==> src/rtl/can_tx_scheduler.sv <==
// CAN transmit scheduler: NMBOX mailboxes, lowest-ID arbitration, start/busy
// handshake with the transmitter core, completion and start-timeout reporting.
module can_tx_scheduler #(
   parameter int NMBOX    = 4,
   parameter int START_TO = 16
) (
   input  logic                     HCLK,
   input  logic                     HRESET,
   input  logic                     ld_valid,
   input  logic [$clog2(NMBOX)-1:0] ld_idx,
   input  logic [28:0]              ld_id,
   input  logic [63:0]              ld_data,
   input  logic [31:0]              ld_cmd,
   input  logic [NMBOX-1:0]         abort,
   input  logic                     busy,
   output logic                     startXmit,
   output logic [63:0]              xmitdata,
   output logic [7:0]               quantaDiv,
   output logic [5:0]               propQuanta,
   output logic [5:0]               seg1Quanta,
   output logic [3:0]               datalen,
   output logic                     format,
   output logic [1:0]               frameType,
   output logic [28:0]              id,
   output logic [NMBOX-1:0]         pending,
   output logic                     done,
   output logic                     to_err,
   output logic [$clog2(NMBOX)-1:0] cur_idx,
   output logic                     ld_err,
   output logic                     sched_busy
);

   localparam int IW = $clog2(NMBOX);
   localparam int CW = $clog2(START_TO + 1);

   typedef enum logic [2:0] {
      S_IDLE,
      S_SELECT,
      S_START,
      S_WAIT_BUSY,
      S_WAIT_DONE
   } state_t;

   state_t           r_state;
   logic [28:0]      r_mb_id   [NMBOX];
   logic [63:0]      r_mb_data [NMBOX];
   logic [31:0]      r_mb_cmd  [NMBOX];
   logic [CW-1:0]    r_cnt;

   logic [CW-1:0]    w_cnt_inc;
   logic [IW-1:0]    w_win_idx;
   logic [28:0]      w_win_id;
   logic             w_win_found;
   logic [31:0]      w_win_cmd;
   logic [IW-1:0]    w_lock_idx;
   logic             w_lock_act;
   logic             w_ld_ok;
   logic [NMBOX-1:0] w_lock_oh;
   logic [NMBOX-1:0] w_ld_oh;
   logic [NMBOX-1:0] w_cur_oh;
   logic [NMBOX-1:0] w_pend_base;

   // Arbitration: pending mailbox with the smallest ID, lowest index on a tie
   always_comb begin
      w_win_idx   = '0;
      w_win_id    = '1;
      w_win_found = 1'b0;
      for (int unsigned i = 0; i < NMBOX; i++) begin
         if (pending[i] && (!w_win_found || (r_mb_id[i] < w_win_id))) begin
            w_win_found = 1'b1;
            w_win_id    = r_mb_id[i];
            w_win_idx   = IW'(i);
         end
      end
   end

   assign w_win_cmd  = r_mb_cmd[w_win_idx];

   // In SELECT cur_idx still names the previous frame, so the mailbox being
   // copied out this cycle (the arbitration winner) is the one locked.
   assign w_lock_act = (r_state != S_IDLE);
   assign w_lock_idx = (r_state == S_SELECT) ? w_win_idx : cur_idx;
   assign w_lock_oh  = w_lock_act ? (NMBOX'(1) << w_lock_idx) : '0;

   assign w_ld_ok    = ld_valid && (32'(ld_idx) < NMBOX) &&
                       !(w_lock_act && (ld_idx == w_lock_idx));
   assign w_ld_oh    = w_ld_ok ? (NMBOX'(1) << ld_idx) : '0;

   // Abort drops unlocked mailboxes; a same-cycle load overrides the abort
   assign w_pend_base = (pending & ~(abort & ~w_lock_oh)) | w_ld_oh;
   assign w_cur_oh    = NMBOX'(1) << cur_idx;
   assign w_cnt_inc   = r_cnt + 1'b1;
   assign sched_busy  = w_lock_act;

   // Mailbox storage, written by accepted loads only
   always_ff @(posedge HCLK or posedge HRESET) begin
      if (HRESET) begin
         for (int unsigned i = 0; i < NMBOX; i++) begin
            r_mb_id[i]   <= '0;
            r_mb_data[i] <= '0;
            r_mb_cmd[i]  <= '0;
         end
      end else if (w_ld_ok) begin
         r_mb_id[ld_idx]   <= ld_id;
         r_mb_data[ld_idx] <= ld_data;
         r_mb_cmd[ld_idx]  <= ld_cmd;
      end
   end

   // Scheduler FSM with registered handshake, status and frame-field outputs
   always_ff @(posedge HCLK or posedge HRESET) begin
      if (HRESET) begin
         r_state    <= S_IDLE;
         r_cnt      <= '0;
         pending    <= '0;
         startXmit  <= 1'b0;
         done       <= 1'b0;
         to_err     <= 1'b0;
         ld_err     <= 1'b0;
         cur_idx    <= '0;
         xmitdata   <= '0;
         quantaDiv  <= '0;
         propQuanta <= '0;
         seg1Quanta <= '0;
         datalen    <= '0;
         format     <= 1'b0;
         frameType  <= '0;
         id         <= '0;
      end else begin
         pending   <= w_pend_base;
         startXmit <= 1'b0;
         done      <= 1'b0;
         to_err    <= 1'b0;
         ld_err    <= ld_valid && !w_ld_ok;
         case (r_state)
            S_IDLE: begin
               if (|pending) r_state <= S_SELECT;
            end
            S_SELECT: begin
               // everything may have been aborted on the way into SELECT
               if (w_win_found) begin
                  cur_idx    <= w_win_idx;
                  id         <= r_mb_id[w_win_idx];
                  xmitdata   <= r_mb_data[w_win_idx];
                  quantaDiv  <= w_win_cmd[31:24];
                  propQuanta <= w_win_cmd[23:18];
                  seg1Quanta <= w_win_cmd[17:12];
                  datalen    <= w_win_cmd[11:8];
                  format     <= w_win_cmd[7];
                  frameType  <= w_win_cmd[6:5];
                  startXmit  <= 1'b1;
                  r_state    <= S_START;
               end else begin
                  r_state    <= S_IDLE;
               end
            end
            S_START: begin
               r_cnt   <= '0;
               r_state <= S_WAIT_BUSY;
            end
            S_WAIT_BUSY: begin
               if (busy) begin
                  r_state <= S_WAIT_DONE;
               end else begin
                  r_cnt <= w_cnt_inc;
                  if (w_cnt_inc == CW'(START_TO)) begin
                     to_err  <= 1'b1;
                     pending <= w_pend_base & ~w_cur_oh;
                     r_state <= S_IDLE;
                  end
               end
            end
            S_WAIT_DONE: begin
               if (!busy) begin
                  done    <= 1'b1;
                  pending <= w_pend_base & ~w_cur_oh;
                  r_state <= S_IDLE;
               end
            end
            default: r_state <= S_IDLE;
         endcase
      end
   end

endmodule

==> config.mk <==
export PLATFORM = sky130hd
export DESIGN_NAME = can_tx_scheduler
export DESIGN_NICKNAME = d
export VERILOG_FILES = /design/src/rtl/can_tx_scheduler.sv
export SDC_FILE = /design/constraint.sdc
export NUM_CORES = 1
export LEC_CHECK = 0
export ABC_AREA = 0
export BUFFER_PORTS_ARGS = -buffer_cell sky130_fd_sc_hd__buf_2
export CORE_ASPECT_RATIO = 1.2
export CORE_UTILIZATION = 40
export CTS_CLUSTER_SIZE = 16
export DETAILED_ROUTE_END_ITERATION = 7
export GPL_TIMING_DRIVEN = 0
export PLACE_DENSITY = 0.65
export SYNTH_ARGS = -nofsm -noshare
export SYNTH_HDL_FRONTEND = slang
export SYNTH_SLANG_ARGS = --single-unit
export TNS_END_PERCENT = 5
==> constraint.sdc <==
create_clock -name HCLK -period 27.1 [get_ports HCLK]
set_input_delay 5.42 -clock HCLK [delete_from_list [all_inputs] [get_ports HCLK]]
set_output_delay 5.42 -clock HCLK [all_outputs]
set_load 0.02 [all_outputs]
==> flow_summary.yaml, run 1 <==
placed_design:
  dp_hpwl_mm: 60.6
  port_buffers: 260
  gp_congestion: 0.916
  placedCellCount: 3802
worst_hold_path:
  hold_class: "reg2reg"
drt:
  vias: 21400
  firstDrtPassIters: 7
  drc: 0
  routed_via_density: 5.45
  wl_mm: 86.8
  wl_per_cell_um: 22.1
  drtIter0Drc: 1302
  ant_nets: 0
global_routing:
  busiest_layer: "met2"
  grt.total_usage_pct: 22.8
  grtUsageMet2_pct: 38.4
  grt_use_met1_pct: 29.5
  use_met3_pct: 4.36
  antenna_found_initial: 20
  gr-total-overflow: 0
  grt_max_degree: 117
  grt_pass1_vias: 22200
  grt_pass1_wl_mm: 134
synthesis:
  yosys.area.top_type: "dfrtp_1"
  synthTopCellsByArea: "dfrtp_1 (51%), mux2_2 (11%), mux2_4 (8.9%), a21oi_1 (4.8%), ha_1 (3.4%)"
  synth_flop_cell: "dfrtp_1"
  synth_top_family_by_area: "multiplexers"
  synth_fa_ha_area_share_pct: 3.36
  synthArstFlopShare_pct: 100
  synth_mux_area_share_pct: 23.3
  synth_edf_count: 0
  synth_most_common_cell: "dfrtp_1"
  yosys.area_share.simple_pct: 6.65
  synthCells: 2528
  synth-compound-area-share_pct: 12.2
  syn_avg_cell_area_sq_um: 11.9
  netlist_top_cells_count: "dfrtp_1 (618), a21oi_1 (291), mux2_2 (286)"
  synth_top_area_share_pct: 51.2
  synth-xor-area-share_pct: 0.0580
  synth_area_sq_um: 30200
  ys_warn_count: 0
  syn-num-nets: 2744
  ys_seq_area_share_pct: 51.2
  ys_ff_latch: 618
  ys_types: 65
floorplan:
  core-area_sq_um: 74900
  io_pins: 266
  initial_utilization_pct: 40.3
  design.die.area_sq_um: 76600
  die_height_um: 303
  die_w_um: 253
  num_rows: 110
clock_tree:
  numCtsBuffers: 68
  cts_buffer_depth: 3
  tritoncts: "yes"
  clk_pin_slew_ns: 0.06
  htreeDepth: 3
  postCtsSetupBuffers: 0
  post_cts_resized: 0
  hold_buffers: 0
  clockRootBuffer: "clkbuf_16"
  clk_latency_ns: 0.61
  cts_sinks: 618
layout:
  regArea_sq_um: 15500
  n_fill_cell: 6980
  finalNonFillerCells: 3932
  drive_gt1_share_pct: 30.7
  syn_to_final_growth_pct: 16.8
  multi_input_area_sq_um: 13800
  final_nets: 3080
worst_setup_path:
  arrival_ns: 14.58
  path_max_fanout: 10
  critPathLaunchType: "flip-flop"
  critical_path_class: "reg2reg"
  slowest_delay_ns: 0.88
  crit_top_cell: "clkbuf_1"
  worst_setup_path_end_kind: "flip-flop"
  required_ns: 27.55
  slowest_stage: "clkbuf_1"
timing:
  fin_skew_ns: 0.0156
  min_period_over_period_pct: 52.1
  fin_crit_ns: 14.12
  worst_pin_slew_ns: 1.24
  rsz0062_at_grt: "false"
  finalHoldViolations: 0
  max_freq_mhz: 70.8
  maxSlewViolCount: 0
  finalSetupViolations: 0
  slew_headroom_pct: 17.6
flow_run:
  maxCapViolations: 0
outcome:
  status: "finished clean"
stage by stage:
stage | util [%] | setup WS [ns] | hold slack [ns] | cell area [sq um] | TNS [ns]
3_3_place_gp | 43.8 | -2.97 | 0.458 | 32800 | -1747.58
6_report | 47.1 | 12.98 | 0.474 | 35300 | 0
5_1_grt | 47.1 | 12.19 | 0.490 | 35300 | 0
2_1_floorplan | - | 4.37 | 0.464 | 30200 | 0
4_1_cts | 47.1 | 12.83 | 0.479 | 35300 | 0
3_5_place_dp | 44.0 | 12.96 | 0.466 | 32900 | 0
placed cells by master (no fill, tap or decap), types with 10 or more instances in the layout:
| master | synthesis | layout |
|---|---|---|
| buf_4 | 18 | 18 |
| clkbuf_16 | 0 | 70 |
| a21oi_1 | 291 | 291 |
| nor2b_1 | 55 | 55 |
| mux2_4 | 179 | 179 |
| mux2_2 | 286 | 286 |
| buf_2 | 15 | 275 |
| nor3_1 | 15 | 15 |
| nand3_1 | 15 | 15 |
| mux2_1 | 17 | 17 |
| clkbuf_1 | 114 | 134 |
| mux2i_1 | 95 | 95 |
| ha_1 | 81 | 81 |
| a211oi_1 | 98 | 98 |
| nand2_1 | 154 | 154 |
| dfrtp_1 | 618 | 618 |
| o21ai_0 | 145 | 145 |
| o31ai_1 | 32 | 32 |
| nand4_1 | 10 | 10 |
| a21o_1 | 10 | 10 |
| or3_1 | 31 | 31 |
| nor2_1 | 124 | 124 |
| clkbuf_8 | 0 | 13 |
| buf_6 | 21 | 21 |
kinds of logic after synthesis:
| group | after synthesis |
|---|---|
| and+or+nand+nor | 435 |
| xor gates and xnor gates | 2 |
| muxes | 577 |
| adders and majority gates | 81 |
| AOI/OAI and AO/OA | 628 |
| buffers and inverters | 187 |
| DFF | 618 |
per-layer routing:
layer	up-vias	wire length, um
met2	529	42000
met4	20	2500
met3	186	4490
met5	-	130
li1	9860	-
met1	10800	37700
registers in the layout, indices dropped and copies added (netlist names), 4 cells and up:
register    cells
xmitdata       64
id             29
seg1Quanta      6
r_cnt           5
r_mb_cmd      108
propQuanta      6
pending         4
datalen         4
r_mb_id       116
quantaDiv       8
r_mb_data     256
worst paths after layout:
check                      slack [ns]   startpoint  depth (start not counted)            end
max reg2reg                     12.98   pending[0]                         38  seg1Quanta[5]
min in group asynchronous        4.79       HRESET                          2  seg1Quanta[1]
min reg2reg                      0.47  xmitdata[0]                          2    xmitdata[0]
max                             12.98   pending[0]                         38  seg1Quanta[5]
min                              0.47  xmitdata[0]                          2    xmitdata[0]
max in group asynchronous       20.14       HRESET                          6  r_mb_data[36]
final cells by class:
class                           instances  share of cell area [%]
Sequential cell                       618                    43.8
Tap cell                             1008                    3.58
Antenna cell                            6                  0.0426
Clock inverter                         21                   0.919
Buffer                                176                    2.56
Clock buffer                          103                    5.69
Inverter                               11                   0.138
Multi-Input combinational cell       1723                    39.1
Timing Repair Buffer                  266                    4.16
worst max-delay path: cells and delay by family (launching register included):
kind / cells / cell delay (ns)
compound gates: 17 / 4.64
fa+ha+maj: 3 / 0.80
buf+inv: 11 / 6.08
flops: 1 / 0.68
simple gates: 7 / 1.72
Power of run 1 is not shown: default switching activity piles up to over one toggle a cycle in this logic, so the estimate is an artifact.
==> run 2: changes to the inputs <==
--- a/config.mk
+++ b/config.mk
@@ -5,14 +5,14 @@
 export SDC_FILE = /design/constraint.sdc
 export NUM_CORES = 1
 export LEC_CHECK = 0
-export ABC_AREA = 0
+export ABC_AREA = 1
 export BUFFER_PORTS_ARGS = -buffer_cell sky130_fd_sc_hd__buf_2
 export CORE_ASPECT_RATIO = 1.2
 export CORE_UTILIZATION = 40
 export CTS_CLUSTER_SIZE = 16
 export DETAILED_ROUTE_END_ITERATION = 7
 export GPL_TIMING_DRIVEN = 0
-export PLACE_DENSITY = 0.65
+export PLACE_DENSITY = 0.67
 export SYNTH_ARGS = -nofsm -noshare
 export SYNTH_HDL_FRONTEND = slang
 export SYNTH_SLANG_ARGS = --single-unit
==> constraint.sdc (replaced) <==
create_clock -name HCLK -period 12 [get_ports HCLK]
set_input_delay 2.4 -clock HCLK [delete_from_list [all_inputs] [get_ports HCLK]]
set_output_delay 2.4 -clock HCLK [all_outputs]
set_load 0.02 [all_outputs]
==> run 2 against run 1 <==
  * Fmax grew 34%
  * Register-to-register slack lost 12 ns
  * Area after synthesis grew 2.4%
  * Highest routed layer unchanged
  * Critical path type unchanged
  * Final cell count grew 34%
==> flow_summary.yaml, run 2 <==
power_and_ir_drop:
  power.switching_mw: 5.18
  p_per_area_nw_per_um2: 308
  leakage_nw: 18.4
  p_clk_share_pct: 20.6
  power_frac_comb_pct: 46.7
  intPower_mw: 6.02
  switching_share_pct: 46.2
  sequentialPowerShare_pct: 32.7
  vdd_drop_max_mv: 0.158
worst_hold_path:
  min_from: "r_mb_cmd[41]"
  hold_class: "reg2reg"
  holdPathEnd: "r_mb_cmd[41]"
  worstHoldPathCells: 2
layout:
  finalNonFillerCells: 5269
  mostFrequentLayoutCell: "nand2_1"
  regArea_sq_um: 15500
  multi_input_area_sq_um: 13600
  drive_gt1_share_pct: 12.6
  largest_reg_flops: 256
  reg_top3: "r_mb_data: 256 flops, r_mb_id: 116 flops, r_mb_cmd: 108 flops"
  n_fill_cell: 7515
  final_cell_mix: "nand2_1 (1302), dfrtp_1 (618), nand4_1 (489)"
  regMostFlops: "r_mb_data"
  final_nets: 4397
  syn_to_final_growth_pct: 17.4
global_routing:
  gr-total-overflow: 0
  grt_pass1_wl_mm: 185
  antenna_found_initial: 34
  grt_pass1_vias: 30000
  grt.total_usage_pct: 30.8
  grt_max_degree: 42
floorplan:
  num_rows: 111
  design.die.area_sq_um: 78500
  io_pins: 266
  die_height_um: 307
  initial_utilization_pct: 40.4
  core-area_sq_um: 76500
  die_w_um: 256
clock_tree:
  clk_pin_slew_ns: 0.06
  post_cts_resized: 0
  hold_buffers: 0
  numCtsBuffers: 69
  postCtsSetupBuffers: 0
  tritoncts: "yes"
  clockRootBuffer: "clkbuf_16"
  cts_buffer_depth: 3
  cts_sinks: 618
  htreeDepth: 3
  clk_latency_ns: 0.63
drt:
  vias: 30600
  wl_mm: 122
  drc: 0
  ant_nets: 0
  wl_per_cell_um: 23.1
  routed_via_density: 5.80
  drtIter0Drc: 3605
  firstDrtPassIters: 8
synthesis:
  ys_seq_area_share_pct: 50.0
  synth_flop_cell: "dfrtp_1"
  syn_avg_cell_area_sq_um: 8.07
  syn-num-nets: 4050
  synthTopCellsByArea: "dfrtp_1 (50%), nand2_1 (16%), nand4_1 (9.9%), nor2_1 (4.4%), o21ai_0 (4.4%)"
  netlist_top_cells_count: "nand2_1 (1302), dfrtp_1 (618), nand4_1 (489)"
  synth_top_area_share_pct: 50.0
  synth_most_common_cell: "nand2_1"
  synth_area_sq_um: 30900
  synthArstFlopShare_pct: 100
  synthCells: 3834
  yosys.area.top_type: "dfrtp_1"
  synth_edf_count: 0
  ys_types: 38
  ys_warn_count: 0
  ys_ff_latch: 618
timing:
  worst_pin_slew_ns: 1.41
  min_period_over_period_pct: 87.9
  rsz0062_at_grt: "false"
  maxSlewViolCount: 0
  slew_headroom_pct: 5.48
  fin_tns_setup_ns: 0
  max_freq_mhz: 94.8
  fin_crit_ns: 10.55
  fin_skew_ns: 0.0297
  finalSetupViolations: 0
  finalHoldViolations: 0
worst_setup_path:
  slowest_delay_ns: 0.60
  crit_top_cell: "nor2_1"
  arrival_ns: 11.02
  reg2reg_to: "id[3]"
  required_ns: 12.47
  r2r_slack_ns: 1.45
  path_max_fanout: 10
  worst_setup_path_end_kind: "flip-flop"
  reg2reg_from: "pending[0]"
  slowest_stage: "buf_1"
  r2r_cells: 45
  critPathLaunchType: "flip-flop"
  critical_path_class: "reg2reg"
placed_design:
  dp_hpwl_mm: 87.5
  placedCellCount: 5127
  port_buffers: 259
  gp_congestion: 0.960
outcome:
  status: "finished clean"
flow_run:
  maxCapViolations: 0
==> run 2: cell count changes after synthesis, sizes merged, moves of 75 or more <==
cell    delta
nand2   +1153
mux2     -482
nand4    +479
nor2     +240
a21oi    -206
o21ai    +131
buf      +112
mux2i     -95
a211oi    -93
inv       +75
==> run 2: logic make-up after synthesis <==
| kind of cell | after synthesis | share of synthesized area [%] |
|---|---|---|
| AND/OR/NAND/NOR | 2205 | 31.0 |
| flip-flops | 618 | 50.0 |
| AO/OA/AOI/OAI | 518 | 9.63 |
| buffers and inverters | 410 | 6.01 |
| adder cells (fa/ha/maj) | 81 | 3.28 |
| XOR/XNOR | 2 | 0.0566 |
==> run 2: routing by layer <==
metal,part of all wire [%],vias to the layer above,GRT usage (%),wire length [um]
li1,-,13800,-,-
met1,39,14900,39.0,47500
met2,47,1564,50.2,57800
met3,9.0,329,6.73,11000
met4,4.3,26,14.6,5290
met5,0.14,-,0.247,171
==> run 2: how the worst max path moves through the flow <==
stage / startpoint / end / slack (ns) / depth (start not counted)
after floorplan: HRESET / cur_idx[0] / 1.17 / 1
after global placement: HRESET / r_mb_data[202] / -2.92 / 2
after detailed placement: pending[0] / id[3] / 1.83 / 45
after CTS: pending[0] / id[3] / 1.73 / 45
after global routing: pending[0] / seg1Quanta[4] / 1.06 / 48
final: pending[0] / id[3] / 1.45 / 45
==> run 2: final cells by class <==
| class | instances | area share (%) |
|---|---|---|
| Antenna cell | 18 | 0.124 |
| Buffer | 324 | 4.23 |
| Clock buffer | 98 | 5.62 |
| Clock inverter | 26 | 1.06 |
| Inverter | 86 | 0.899 |
| Multi-Input combinational cell | 2806 | 37.5 |
| Sequential cell | 618 | 42.6 |
| Tap cell | 1017 | 3.50 |
| Timing Repair Buffer | 276 | 4.51 |
==> run 2: power groups by stage <==
stage	Combinational [mW]	Clock, mW	Sequential (mW)
floorplan	3.10	0	3.72
detailed placement	5.13	0	3.65
CTS	5.16	2.31	3.62
global route	5.74	2.40	3.75
finish	5.23	2.30	3.66
global placement	5.05	0	3.64
==> run 2: critical path, delay by kind of cell (launching register included) <==
family	cells	cell delay [ns]
DFF	1	0.51
adders and majority gates	3	0.76
buffers and inverters	9	3.38
AOI/OAI and AO/OA	10	2.87
and+or+nand+nor	23	2.81
==> run 2: stage by stage <==
step / worst slack, ns / power (mW) / cell area (sq um) / util (%) / hold WS [ns]
floorplan: 1.17 / 6.82 / 30900 / - / 0.437
finish: 1.45 / 11.2 / 36300 / 47.5 / 0.465
global placement: -2.92 / 8.69 / 33500 / 43.8 / 0.448
detailed placement: 1.83 / 8.78 / 33800 / 44.2 / 0.453
CTS: 1.73 / 11.1 / 36300 / 47.4 / 0.468
global route: 1.06 / 11.9 / 36300 / 47.4 / 0.482
Power figures use the tool's default switching activity.
